File: src/rtl/hamming_tx_encoder.sv
// SEC-DED Hamming (12,8) transmit encoder with overall parity bit 13.
// Each accepted byte becomes a 13-bit codeword that is held in parallel and shifted out LSB (position 1) first.
module hamming_tx_encoder (
    input  logic        clk,
    input  logic        rst,
    input  logic [7:0]  data_in,
    input  logic        data_valid,
    input  logic [3:0]  err_pos,
    output logic        data_ready,
    output logic [13:1] code_out,
    output logic        serial_out,
    output logic        serial_valid,
    output logic        frame_start,
    output logic        busy,
    output logic [7:0]  frame_count
);

    // Handshake: a word transfers on any rising edge where data_valid and data_ready
    // are both high; data_ready is high in IDLE and in the position-13 cycle of a frame,
    // and the source must hold data_in/err_pos stable until that transfer happens.

    typedef enum logic [0:0] {
        IDLE  = 1'b0,
        SHIFT = 1'b1
    } state_t;

    state_t      state_q;
    state_t      state_d;
    logic [3:0]  bit_cnt;
    logic        accept;
    logic        last_bit;
    logic [13:1] code_clean;
    logic [13:1] err_mask;
    logic [13:1] code_next;

    assign last_bit = (bit_cnt == 4'd13);

    // Data bits occupy the non-power-of-two positions; parity bits fill 1, 2, 4 and 8.
    always_comb begin
        code_clean     = '0;
        code_clean[3]  = data_in[0];
        code_clean[5]  = data_in[1];
        code_clean[6]  = data_in[2];
        code_clean[7]  = data_in[3];
        code_clean[9]  = data_in[4];
        code_clean[10] = data_in[5];
        code_clean[11] = data_in[6];
        code_clean[12] = data_in[7];
        code_clean[1]  = code_clean[3] ^ code_clean[5] ^ code_clean[7] ^ code_clean[9] ^ code_clean[11];
        code_clean[2]  = code_clean[3] ^ code_clean[6] ^ code_clean[7] ^ code_clean[10] ^ code_clean[11];
        code_clean[4]  = code_clean[5] ^ code_clean[6] ^ code_clean[7] ^ code_clean[12];
        code_clean[8]  = code_clean[9] ^ code_clean[10] ^ code_clean[11] ^ code_clean[12];
        code_clean[13] = ^code_clean[12:1];
    end

    // Injection is applied after parity so the decoder sees a genuine single-bit error.
    always_comb begin
        err_mask = '0;
        if ((err_pos >= 4'd1) && (err_pos <= 4'd13)) begin
            err_mask[err_pos] = 1'b1;
        end
        code_next = code_clean ^ err_mask;
    end

    always_comb begin
        state_d    = state_q;
        data_ready = 1'b0;
        case (state_q)
            IDLE: begin
                data_ready = 1'b1;
                if (data_valid) begin
                    state_d = SHIFT;
                end
            end
            SHIFT: begin
                data_ready = last_bit;
                if (last_bit && !data_valid) begin
                    state_d = IDLE;
                end
            end
            default: begin
                state_d = IDLE;
            end
        endcase
        accept = data_valid & data_ready;
    end

    always_ff @(posedge clk or posedge rst) begin
        if (rst) begin
            state_q <= IDLE;
        end else begin
            state_q <= state_d;
        end
    end

    always_ff @(posedge clk or posedge rst) begin
        if (rst) begin
            code_out     <= '0;
            bit_cnt      <= '0;
            serial_out   <= 1'b0;
            serial_valid <= 1'b0;
            frame_start  <= 1'b0;
            frame_count  <= '0;
        end else begin
            frame_start <= accept;
            if (accept) begin
                code_out     <= code_next;
                bit_cnt      <= 4'd1;
                serial_out   <= code_next[1];
                serial_valid <= 1'b1;
                frame_count  <= frame_count + 8'd1;
            end else if ((state_q == SHIFT) && !last_bit) begin
                bit_cnt    <= 4'(bit_cnt + 4'd1);
                serial_out <= code_out[4'(bit_cnt + 4'd1)];
            end else if (state_q == SHIFT) begin
                bit_cnt      <= '0;
                serial_out   <= 1'b0;
                serial_valid <= 1'b0;
            end
        end
    end

    assign busy = serial_valid;

endmodule

File: config.mk
export PLATFORM = sky130hd
export DESIGN_NAME = hamming_tx_encoder
export DESIGN_NICKNAME = d
export VERILOG_FILES = /design/src/rtl/hamming_tx_encoder.sv
export SDC_FILE = /design/constraint.sdc
export NUM_CORES = 1
export LEC_CHECK = 0
export BUFFER_PORTS_ARGS = -buffer_cell sky130_fd_sc_hd__clkbuf_2
export CAP_MARGIN = 5
export CORE_UTILIZATION = 25
export DETAILED_ROUTE_END_ITERATION = 10
export PLACE_DENSITY_LB_ADDON = 0.12
export SYNTH_ARGS = -nofsm -noshare
export SYNTH_HDL_FRONTEND = slang
export SYNTH_SLANG_ARGS = --single-unit
File: constraint.sdc
create_clock -name clk -period 2.3 [get_ports clk]
set_clock_uncertainty 0.1 [all_clocks]
set_input_delay 0.345 -clock clk [delete_from_list [all_inputs] [get_ports clk]]
set_output_delay 0.345 -clock clk [all_outputs]
set_load 0.1 [all_outputs]
**After elaboration in Yosys (flattened, before gate mapping)**

Cells that the tools add are included.

- Add/subtract/negate cells: 2
- Order comparisons: 5
- Eq/ne operators: 2
- Muxes and demuxes: 17
- Bitwise logic cells: 17
- Reduce and logical (&&, ||, !) cells: 10

Operators by type and width:

| operator | count |
|---|---|
| $xor A1 B1 Y1 | 14 |
| $mux W13 | 1 |
| $xor A13 B13 Y13 | 1 |
| $mux W4 | 3 |
| $reduce_xor A12 Y1 | 1 |
| $lt A4 B5 Y1 const B | 2 |
| $mux W1 | 9 |
| $add A8 B1 Y8 const B | 1 |
| $ge A4 B1 Y1 const B | 2 |
| $add A4 B1 Y4 const B | 1 |
| $bmux W1 S4 | 1 |
| $demux W1 S4 | 1 |
| $eq A4 B4 Y1 const B | 1 |
| $le A4 B4 Y1 const B | 1 |
| $logic_and A1 B1 Y1 | 4 |
| $pmux W1 S2 | 2 |
| $reduce_bool A3 Y1 | 1 |
| $logic_not A1 Y1 | 2 |
| $ne A2 B2 Y1 const B | 1 |
| $reduce_and A2 Y1 | 1 |
| $reduce_bool A2 Y1 | 1 |
| $and A1 B1 Y1 | 1 |
| $not A1 Y1 | 1 |

- Register bits after elaboration: 29
- Input port bits: 15
- Output and inout bits: 26
- Logic and storage cells: 60

**Longest topological paths before layout**

Gate-level depths: netlist (run 1).

- Depth in word-level cells: 7
- Depth in mapped cells: 9
- Mapped depth without buffers: 9

**Worst setup path after synthesis (run 1)**

OpenSTA, ideal clock, no wires.

- Path type: flip-flop to flip-flop
- Start point: register bit_cnt[1]
- End point: register frame_count[5]
- Setup time: 0.158 ns
- Arrival time: 2.262 ns
- Required time: 2.042 ns
- Setup slack: -0.220 ns
- Stages on the path, launching flop included: 10
- Path through: dfrtp_1 -> inv_1 -> ha_1 -> nand3_1 -> nand2_1 -> nand2_1 -> inv_2 -> and3_1 -> nand4_1 -> xnor2_1

- Word-level cells in the longest chain between the ends: 3

RTL lines:

| item | RTL line | text |
|---|---|---|
| start: declaration | 29 | `logic [3:0] bit_cnt;` |
| start signal: assignment | 113 | `bit_cnt <= 4'(bit_cnt + 4'd1);` |
| $eq A4 B4 Y1 | 36 | `assign last_bit = (bit_cnt == 4'd13);` |
| $pmux W1 S2 | 68 | `case (state_q)` |
| via data_ready | 9 | `output logic data_ready,` |
| $and A1 B1 Y1 | 85 | `accept = data_valid & data_ready;` |
| end signal: assignment | 111 | `frame_count <= frame_count + 8'd1;` |
| end: declaration | 15 | `output logic [7:0] frame_count` |

The timed path passes the listed nets, and every way through them passes these cells.
A chain may end at the register's enable or synchronous reset.

**Final worst setup path (run 1)**

- Start point: register bit_cnt[1]
- End point: register serial_out

- Word-level cells in the longest chain between the ends: 5
- Elaborated cells on any way between the ends: 11

RTL lines:

| item | RTL line | text |
|---|---|---|
| $add A4 B1 Y4 / $eq A4 B4 Y1 (equally long branches) | 114, 36 |  |
| $bmux W1 S4 / $logic_not A1 Y1 (equally long branches) | 114, 112 |  |
| $mux W1 (not written as such) / $logic_and A1 B1 Y1 (equally long branches) | 114, 112 |  |
| $mux W1 | 112 | `end else if ((state_q == SHIFT) && !last_bit) begin` |
| $mux W1 | 106 | `if (accept) begin` |
| end signal: assignment | 109 | `serial_out <= code_next[1];` |
| end signal: assignment | 114 | `serial_out <= code_out[4'(bit_cnt + 4'd1)];` |
| end: declaration | 11 | `output logic serial_out,` |

Several ways; a longest one is shown, not always the timed one. The select of a mux whose other input is x is not followed.

==> results of run 1 <==
[how the worst min path moves through the flow]
stage	to	cells past startpoint	startpoint	slack, ps
2_1_floorplan	bit_cnt[0]	1	rst	320
3_3_place_gp	frame_count[7]	3	rst	330
3_5_place_dp	frame_count[7]	3	rst	330
4_1_cts	frame_count[7]	3	rst	30
5_1_grt	frame_count[7]	3	rst	50
6_report	frame_count[7]	3	rst	20
[flip-flops by register name, summed over array words and instances, names as in the netlist]
signal	flops
bit_cnt	4
busy	1
code_out	13
frame_count	8
frame_start	1
serial_out	1
state_q	1
[kinds of logic (layout without fill, tap and decap cells)]
logic type               count (synthesis)  in the layout  synth area share
AND/OR/NAND/NOR                         66             66            0.1926
XOR/XNOR                                36             36            0.1986
flip-flops                              29             29            0.4381
AO/OA/AOI/OAI                           28             28           0.09970
buffers and inverters                   11             56           0.02870
adder cells (fa/ha/maj)                  3              3           0.02266
multiplexers                             2              2           0.01964
[area by class of cell]
type / instances / area (µm²)
timing repair buffer: 44 / 245.2
multi-input combinational: 135 / 885.9
inverter: 4 / 15.01
sequential: 29 / 725.7
fill: 688 / 4317
clock buffer: 7 / 96.34
clock inverter: 1 / 5.005
tap: 77 / 96.34
[per-stage QoR]
stage	worst slack, ps	util
6_report	328.4	0.3241
5_1_grt	198.6	0.3241
4_1_cts	326.8	0.3241
3_5_place_dp	347.3	0.3082
3_3_place_gp	345.9	0.3082
2_1_floorplan	113.2	-
[metal layers]
| metal | GRT usage | wire (µm) |
|---|---|---|
| met5 | 0 | 0 |
| met4 | 0.05643 | 70 |
| met3 | 0.02783 | 154 |
| met2 | 0.1818 | 1803 |
| met1 | 0.1755 | 1961 |
[cell usage in the layout, fill, tap and decap left out]
cell | netlist | routed
a2111oi_0 | 1 | 1
a211oi_1 | 2 | 2
a21oi_1 | 9 | 9
a22o_1 | 2 | 2
a22oi_1 | 1 | 1
a31oi_1 | 3 | 3
and3_1 | 1 | 1
and4_1 | 1 | 1
buf_12 | 0 | 1
buf_4 | 1 | 4
clkbuf_2 | 0 | 39
clkbuf_8 | 0 | 7
clkinv_2 | 0 | 1
dfrtp_1 | 29 | 29
ha_1 | 3 | 3
inv_1 | 3 | 3
inv_2 | 1 | 1
mux2i_1 | 1 | 1
mux4_2 | 1 | 1
nand2_1 | 18 | 17
nand2_2 | 0 | 1
nand2b_1 | 7 | 7
nand3_1 | 5 | 5
nand4_1 | 2 | 2
nand4b_1 | 1 | 1
nor2_1 | 20 | 20
nor2b_1 | 3 | 3
nor3_1 | 6 | 6
nor3b_1 | 1 | 1
nor4b_2 | 1 | 1
o211ai_1 | 1 | 1
o21ai_0 | 8 | 8
o21ai_1 | 1 | 1
xnor2_1 | 31 | 31
xnor3_1 | 1 | 1
xor2_1 | 4 | 4
[critical path, stage by stage, from the launching register on]
cell	delay [ps]
dfrtp_1	400
inv_1	60
ha_1	470
nor2b_1	90
a2111oi_0	370
a31oi_1	80
a31oi_1	190
a31oi_1	100
==> reports/metrics.cfg, run 1 <==
[outcome]
run_status = finished clean

[route]
detail-route-antenna-nets = 0
post-route-drc-count = 0
drt-pass1-iter-count = 4
first_iteration_detailed_routing_drc_count = 61
detail_route.wl_per_cell_um = 13.43
post_drt_via_cell_ratio = 4.461
routed_wirelength_mm = 3.990
route.vias.total = 1325

[grt]
grt_pass1_wl_mm = 6.886
grt_start_max_net_pins = 30
number_of_antenna_violations_at_the_first_check_in_global_routing = 0
grt_pass1_vias = 1320
groute.usage.overall = 0.1248
grt_overflow_total = 0

[timing]
setup-tns-final_ps = 0
period_needed_ps = 1972
timing.max_slew.rel_slack = 0.6323
final_min_period_over_clock_period = 0.8572
finish_stage_setup_viols = 0
hold_ws_ps = 18.57
grt_setup_unrepaired = no
hold_viol = 0
finalMaxSlewViolations = 0
worst_pin_slew_ps = 554.0
fmax_mhz = 507.2

[yosys]
synth-warning-count = 0
postSynth.topFlopCell = dfrtp_1
postSynthAreaPerCell_um2 = 9.466
ys_types = 33
syn_area_um2 = 1657
synth_nets = 193
yosysMostFrequentCell = xnor2_1
synth.ff_latch_count = 29
yosysTopAreaCellShare = 0.4381
netlist_instances = 175
synth_common_cells = xnor2_1, dfrtp_1, nor2_1
synth_async_sr_flop_share = 1.000
synth_enable_flop_cells = 0
synth_area_leader_cell = dfrtp_1
synth_top_cells_by_area = dfrtp_1, xnor2_1, nor2_1, nand2_1, a21oi_1
synth-seq-area-share = 0.4381

[final_layout]
stdcell_area_um2 = 2069
antenna-diode-count = 0
area_growth_pct = 24.92
final-instance-count-excl-fill = 297
ratio_of_cells_with_drive_above_1_in_the_final_layout = 0.2545
nNetsFinal = 237

[placement]
place.gp.congestion = 0.7662
dpl_cell_area_um2 = 1968
numPlacedInstances = 289
io_buffers = 40
post-dp-hpwl_mm = 3.016

[clock_tree]
clockRootBuffer = clkbuf_8
clock_insertion_delay_worst_skew_ps = 270
tritoncts_clock_tree = done
cts_repair_resize_count = 0
cts-buffers-inserted = 5
postCtsSetupRepairBufs = 0
cts_hold_buffers = 0
clock_sinks = 29
max-clock-path-buffers = 2
cts_max_level = 2
clk_pin_slew_worst_paths_ps = 60

[die]
io_pins = 41
floorplan.die.height_um = 83.40
die_boundary_width_um = 83.40
rows = 29
initial_core_util = 0.2594
die_area_um2 = 6956
placeable_core_region_um2 = 6386

[worst_setup_path]
setup.worst_path.end_class = flop
critical_path_destination = serial_out
worst_setup_path_start_kind = flop
worst_ep_required_time_ps = 2360
r2r_cells = 7
critPathMaxFanout = 10
crit_arrival_ps = 2030
critPathLaunch = bit_cnt[1]
timing.reg2reg.setup_slack_ps = 330
timing.rr.end = serial_out
crit-reg2reg-launch = bit_cnt[1]
path_class = reg2reg

[run]
timing.max_cap.violations = 0

[min_path]
hold_path_class = in2async

Power of run 1 is left out: the tool's default activity adds up to more than one toggle a clock period on the data nets, which glitch-free logic cannot reach.
==> run 2, diff against run 1 <==
- CORE_UTILIZATION: 25 -> 44
- SKIP_LAST_GASP: default -> 1
==> run 2 against run 1 <==
  * Non-clock buffer count did not move
  * Clock-buffer cell count did not move
  * Critical endpoint is now data_ready
  * Routed wire length fell by 11%
  * Via count rose by 3.5%
  * Maximum frequency rose by 0.89%
  * Setup slack improved by 17 ps
==> reports/metrics.cfg, run 2 (synthesized netlist as in run 1, its figures left out) <==
[timing]
grt_setup_unrepaired = no
setup-tns-final_ps = 0  ; unchanged
period_needed_ps = 1954  ; -17.41 ps
worst_pin_slew_ps = 542.2  ; -11.78 ps
finalMaxSlewViolations = 0  ; unchanged
final_min_period_over_clock_period = 0.8497  ; -0.007569
finish_stage_setup_viols = 0  ; unchanged
layout_setup_ws_ps = 345.8  ; +17.41 ps
fmax_mhz = 511.7  ; +0.89%
hold_viol = 0  ; unchanged
timing.max_slew.rel_slack = 0.6401  ; +0.007818

[worst_setup_path]
critPathSlowestCell = dfrtp_1
critPathTopFamily = flip-flops
crit_path_max_incr_delay_ps = 420  ; -50 ps
worst_ep_required_time_ps = 1860  ; -500 ps
worst_setup_path_start_kind = flop
cp_cell_sequence = inv_1 > ha_1 > nand3_1 > nand2_2 > buf_4
critPathMaxFanout = 7  ; -3
path_class = reg2out
critical_path_buf_inv_count = 2  ; +1
crit_arrival_ps = 1510  ; -520 ps
setup.worst_path.end_class = output port

[placement]
post-dp-hpwl_mm = 2.726  ; -9.6%
place.gp.congestion = 0.8552  ; +12%
dp_slack_ps = 356.7  ; +9.399 ps
io_buffers = 40  ; unchanged

[grt]
grt_pass1_wl_mm = 5.927  ; -14%
grt_start_max_net_pins = 30  ; unchanged
number_of_antenna_violations_at_the_first_check_in_global_routing = 0  ; unchanged
grt_overflow_total = 0  ; unchanged
groute.usage.overall = 0.1928  ; +0.06794
grt_pass1_vias = 1285  ; -2.7%

[clock_tree]
tritoncts_clock_tree = done
max-clock-path-buffers = 2  ; unchanged
cts-buffers-inserted = 5  ; unchanged
cts_repair_resize_count = 0  ; unchanged
postCtsSetupRepairBufs = 0  ; unchanged
clock_insertion_delay_worst_skew_ps = 280  ; about the same
clock_sinks = 29  ; unchanged
clk_pin_slew_worst_paths_ps = 60  ; about the same
clockRootBuffer = clkbuf_8
cts_max_level = 2  ; unchanged
cts_hold_buffers = 0  ; unchanged

[route]
post_drt_via_cell_ratio = 5.158  ; +16%
drt-pass1-iter-count = 4  ; unchanged
detail-route-antenna-nets = 0  ; unchanged
routed_wirelength_mm = 3.534  ; -11%
first_iteration_detailed_routing_drc_count = 76  ; +25%
post-route-drc-count = 0  ; unchanged
detail_route.wl_per_cell_um = 13.29  ; -1.1%
route.vias.total = 1372  ; +3.5%

[final_layout]
fill_cells = 330  ; -52%
layout_top_registers = code_out: 13 flops, frame_count: 8 flops, bit_cnt: 4 flops
ratio_of_cells_with_drive_above_1_in_the_final_layout = 0.2500  ; -0.004545
final_util = 0.5862  ; +0.2622
antenna-diode-count = 0  ; unchanged
area_growth_pct = 22.73
nNetsFinal = 237  ; unchanged
largest_register = code_out
largest_register_ff_count = 13  ; unchanged
mostFrequentLayoutCell = clkbuf_2
mostFrequentLayoutCells = clkbuf_2, xnor2_1, dfrtp_1

[die]
die_boundary_width_um = 63.36  ; -24%
rows = 21  ; -28%
io_pins = 41  ; unchanged
floorplan.die.height_um = 63.36  ; -24%
placeable_core_region_um2 = 3468  ; -46%
initial_core_util = 0.4776  ; +0.2182
die_area_um2 = 4014  ; -42%

[run]
timing.max_cap.violations = 0  ; unchanged

[outcome]
run_status = finished clean

[min_path]
hold_path_class = in2async

## run 2: cell types whose count changed in the layout (fill, tap and decap cells not counted)
cell       before  now
buf_4           4    5
clkbuf_1        0    1
buf_12          1    0
clkinv_2        1    0
clkbuf_8        7    6
bufinv_16       0    1
## run 2: final timing paths
path / startpoint / endpoint / slack (ps) / cells after the start
max: bit_cnt[1] / data_ready / 350 / 5
min: rst / bit_cnt[3] / 6 / 3
max reg2reg: bit_cnt[1] / serial_out / 350 / 7
min reg2reg: frame_count[7] / frame_count[7] / 380 / 1
max in group asynchronous: rst / frame_count[3] / 1810 / 3
min in group clk: data_valid / state_q / 250 / 2
## run 2: final cells by class
type	count	area [µm²]	share of cell area
Inverter	4	15.01	0.007385
Multi-Input combinational cell	135	885.9	0.4357
Timing Repair Buffer	44	232.7	0.1145
Clock inverter	1	30.03	0.01477
Clock buffer	7	86.33	0.04246
Tap cell	46	57.56	0.02831
Sequential cell	29	725.7	0.3569
## run 2: worst reg2reg max path: cells and delay by family (launching register included)
family                   cells  cell delay (ps)
AND/OR/NAND/NOR              1               90
adder cells (fa/ha/maj)      1              450
flip-flops                   1              410
buffers and inverters        1               60
AO/OA/AOI/OAI                4              750
## run 2: per-stage QoR
step	area, µm²	std cells	hold slack [ps]
floorplan	1659	175	323.1
detailed placement	1917	258	326.6
global route	2033	266	45.04
CTS	2033	266	27.27
finish	2033	266	5.737
global placement	1917	258	309.5
## run 2: routing by layer
| metal | global-route usage | up-vias | part of all wire |
|---|---|---|---|
| met2 | 0.3298 | 42 | 0.50 |
| met4 | 0.07102 | 0 | 0.021 |
| met5 | 0 | - | 0 |
| met3 | 0.05435 | 7 | 0.045 |
| met1 | 0.2275 | 643 | 0.44 |
| li1 | - | 680 | - |
Power of run 2 is left out for the same reason.
==> run 3, diff against run 2 <==
- clock period: 2.3 -> 1.9 ns (I/O delays scaled with it)
==> run 3 against run 2 <==
  * Cell count rose by 1.5%
  * Highest routed layer unchanged
  * First-iteration DRC count down 50%
  * Largest cell class unchanged
  * Critical endpoint unchanged
  * Via count rose by 2.0%
==> reports/metrics.cfg, run 3 (synthesized netlist as in run 1, its figures left out) <==
[worst_setup_path]
critPathSlowestCell = dfrtp_1
cp_cell_sequence = inv_1 > ha_4 > nand3_2 > nand2_8 > buf_12
timing.rr.end = frame_count[5]
critPathMaxFanout = 7  ; unchanged
critical_path_buf_inv_count = 2  ; unchanged
r2r_cells = 9  ; +2
critPathTopFamily = flip-flops
crit_arrival_ps = 1390  ; -120 ps
crit_path_max_incr_delay_ps = 420  ; about the same
cp.depth = 5  ; unchanged
critPathLaunch = bit_cnt[1]
timing.reg2reg.setup_slack_ps = 130  ; -220 ps
worst_setup_path_start_kind = flop
path_class = reg2out
crit-reg2reg-launch = bit_cnt[1]
worst_ep_required_time_ps = 1510  ; -350 ps
setup.worst_path.end_class = output port

[timing]
period_needed_ps = 1774
fmax_mhz = 563.7
hold_viol = 0  ; unchanged
timing.max_slew.rel_slack = 0.6383  ; -0.001723
setup-tns-final_ps = 0  ; unchanged
finalMaxSlewViolations = 0  ; unchanged
finish_stage_setup_viols = 0  ; unchanged
final_min_period_over_clock_period = 0.9336
worst_pin_slew_ps = 544.8  ; +2.596 ps
grt_setup_unrepaired = no

[grt]
grt_pass1_wl_mm = 5.927  ; unchanged
number_of_antenna_violations_at_the_first_check_in_global_routing = 0  ; unchanged
groute.usage.overall = 0.1914  ; -0.001378
grt_pass1_vias = 1331  ; +3.6%
grt_overflow_total = 0  ; unchanged
grt_start_max_net_pins = 21  ; -30%

[final_layout]
area_growth_pct = 27.27
largest_register_ff_count = 13  ; unchanged
mostFrequentLayoutCells = clkbuf_2, xnor2_1, dfrtp_1
final-instance-count-excl-fill = 270  ; +1.5%
ratio_of_cells_with_drive_above_1_in_the_final_layout = 0.2813  ; +0.03125
layout_top_registers = code_out: 13 flops, frame_count: 8 flops, bit_cnt: 4 flops
final_util = 0.6079  ; +0.02164
mostFrequentLayoutCell = clkbuf_2
antenna-diode-count = 0  ; unchanged
largest_register = code_out
nNetsFinal = 241  ; +1.7%

[min_path]
hold_path_class = in2reg
hold_path_startpoint = data_valid
worst_hold_path.endpoint = state_q
worst_hold_path.num_cells = 2

[clock_tree]
clockRootBuffer = clkbuf_8
clk_pin_slew_worst_paths_ps = 60  ; about the same
cts-buffers-inserted = 5  ; unchanged
max-clock-path-buffers = 2  ; unchanged
clock_sinks = 29  ; unchanged
tritoncts_clock_tree = done
clock_insertion_delay_worst_skew_ps = 280  ; about the same
cts_max_level = 2  ; unchanged

[outcome]
run_status = finished clean

[placement]
place.gp.congestion = 0.8502  ; -0.58%
io_buffers = 40  ; unchanged
post-dp-hpwl_mm = 2.716  ; -0.36%
numPlacedInstances = 261  ; +1.2%

[route]
routed_wirelength_mm = 3.492  ; -1.2%
post-route-drc-count = 0  ; unchanged
detail_route.wl_per_cell_um = 12.93  ; -2.7%
first_iteration_detailed_routing_drc_count = 38  ; -50%
post_drt_via_cell_ratio = 5.181  ; +0.46%
route.vias.total = 1399  ; +2.0%
detail-route-antenna-nets = 0  ; unchanged
drt-pass1-iter-count = 4  ; unchanged

[die]
io_pins = 41  ; unchanged
placeable_core_region_um2 = 3468  ; unchanged
die_boundary_width_um = 63.36  ; unchanged
die_area_um2 = 4014  ; unchanged
floorplan.die.height_um = 63.36  ; unchanged
initial_core_util = 0.4776  ; unchanged
rows = 21  ; unchanged

[run]
timing.max_cap.violations = 0  ; unchanged

==> run 3: cell count changes in the layout (fill, tap and decap cells not counted), sizes merged <==
cell         previous run  this run
buf                     5         8
clkbuf                 46        45
clkinv                  0         1
dlygate4sd3             0         1
==> run 3: worst max-delay path by stage <==
stage          slack [ps]    endpoint
2_1_floorplan           5  serial_out
3_3_place_gp           60  serial_out
3_5_place_dp            3  serial_out
4_1_cts                30  serial_out
5_1_grt                20  serial_out
6_report              130  data_ready
==> run 3: per-stage QoR <==
| stage | setup WS (ps) | hold slack (ps) | instance area [µm²] |
|---|---|---|---|
| after floorplan | 4.940 | 263.0 | 1682 |
| after detailed placement | 3.273 | 152.9 | 1974 |
| after global routing | 20.62 | 194.5 | 2108 |
| after CTS | 33.81 | 185.3 | 2095 |
| after global placement | 63.20 | 144.8 | 1974 |
| final | 126.2 | 191.7 | 2108 |
==> run 3: area by class of cell <==
class	instances	area, µm²
fillers	330	1360
multi-input cells	135	923.4
flip-flops and latches	29	726.9
repair buffers	48	277.8
clock buffers	6	72.57
well taps	46	57.56
clock inverters	2	35.03
inverters	4	15.01
==> run 3: what timing repair did <==
item | CTS | global route
gates cloned | 0 | 0
hold buffers | 1 | 0
hold endpoints to repair | 9 | 0
buffers inserted | 0 | 0
gates resized for setup | 1 | 3
endpoints found under the setup margin | 1 | 1
==> run 3: worst reg2reg max path, stage by stage, from the launching register on <==
cell	delay, ps
dfrtp_1	420
inv_1	110
ha_4	140
nand3_2	140
nand2_8	130
nand2_2	80
inv_2	60
and3_1	210
nand4_1	140
xnor2_1	140
==> run 3: metal layers <==
metal / up-vias / track usage / share of wire
met5: - / 0 / 0
met3: 8 / 0.05072 / 0.041
li1: 682 / - / -
met1: 665 / 0.2232 / 0.43
met4: 0 / 0.05966 / 0.019
met2: 44 / 0.3378 / 0.51
Power of run 3 is left out for the same reason.
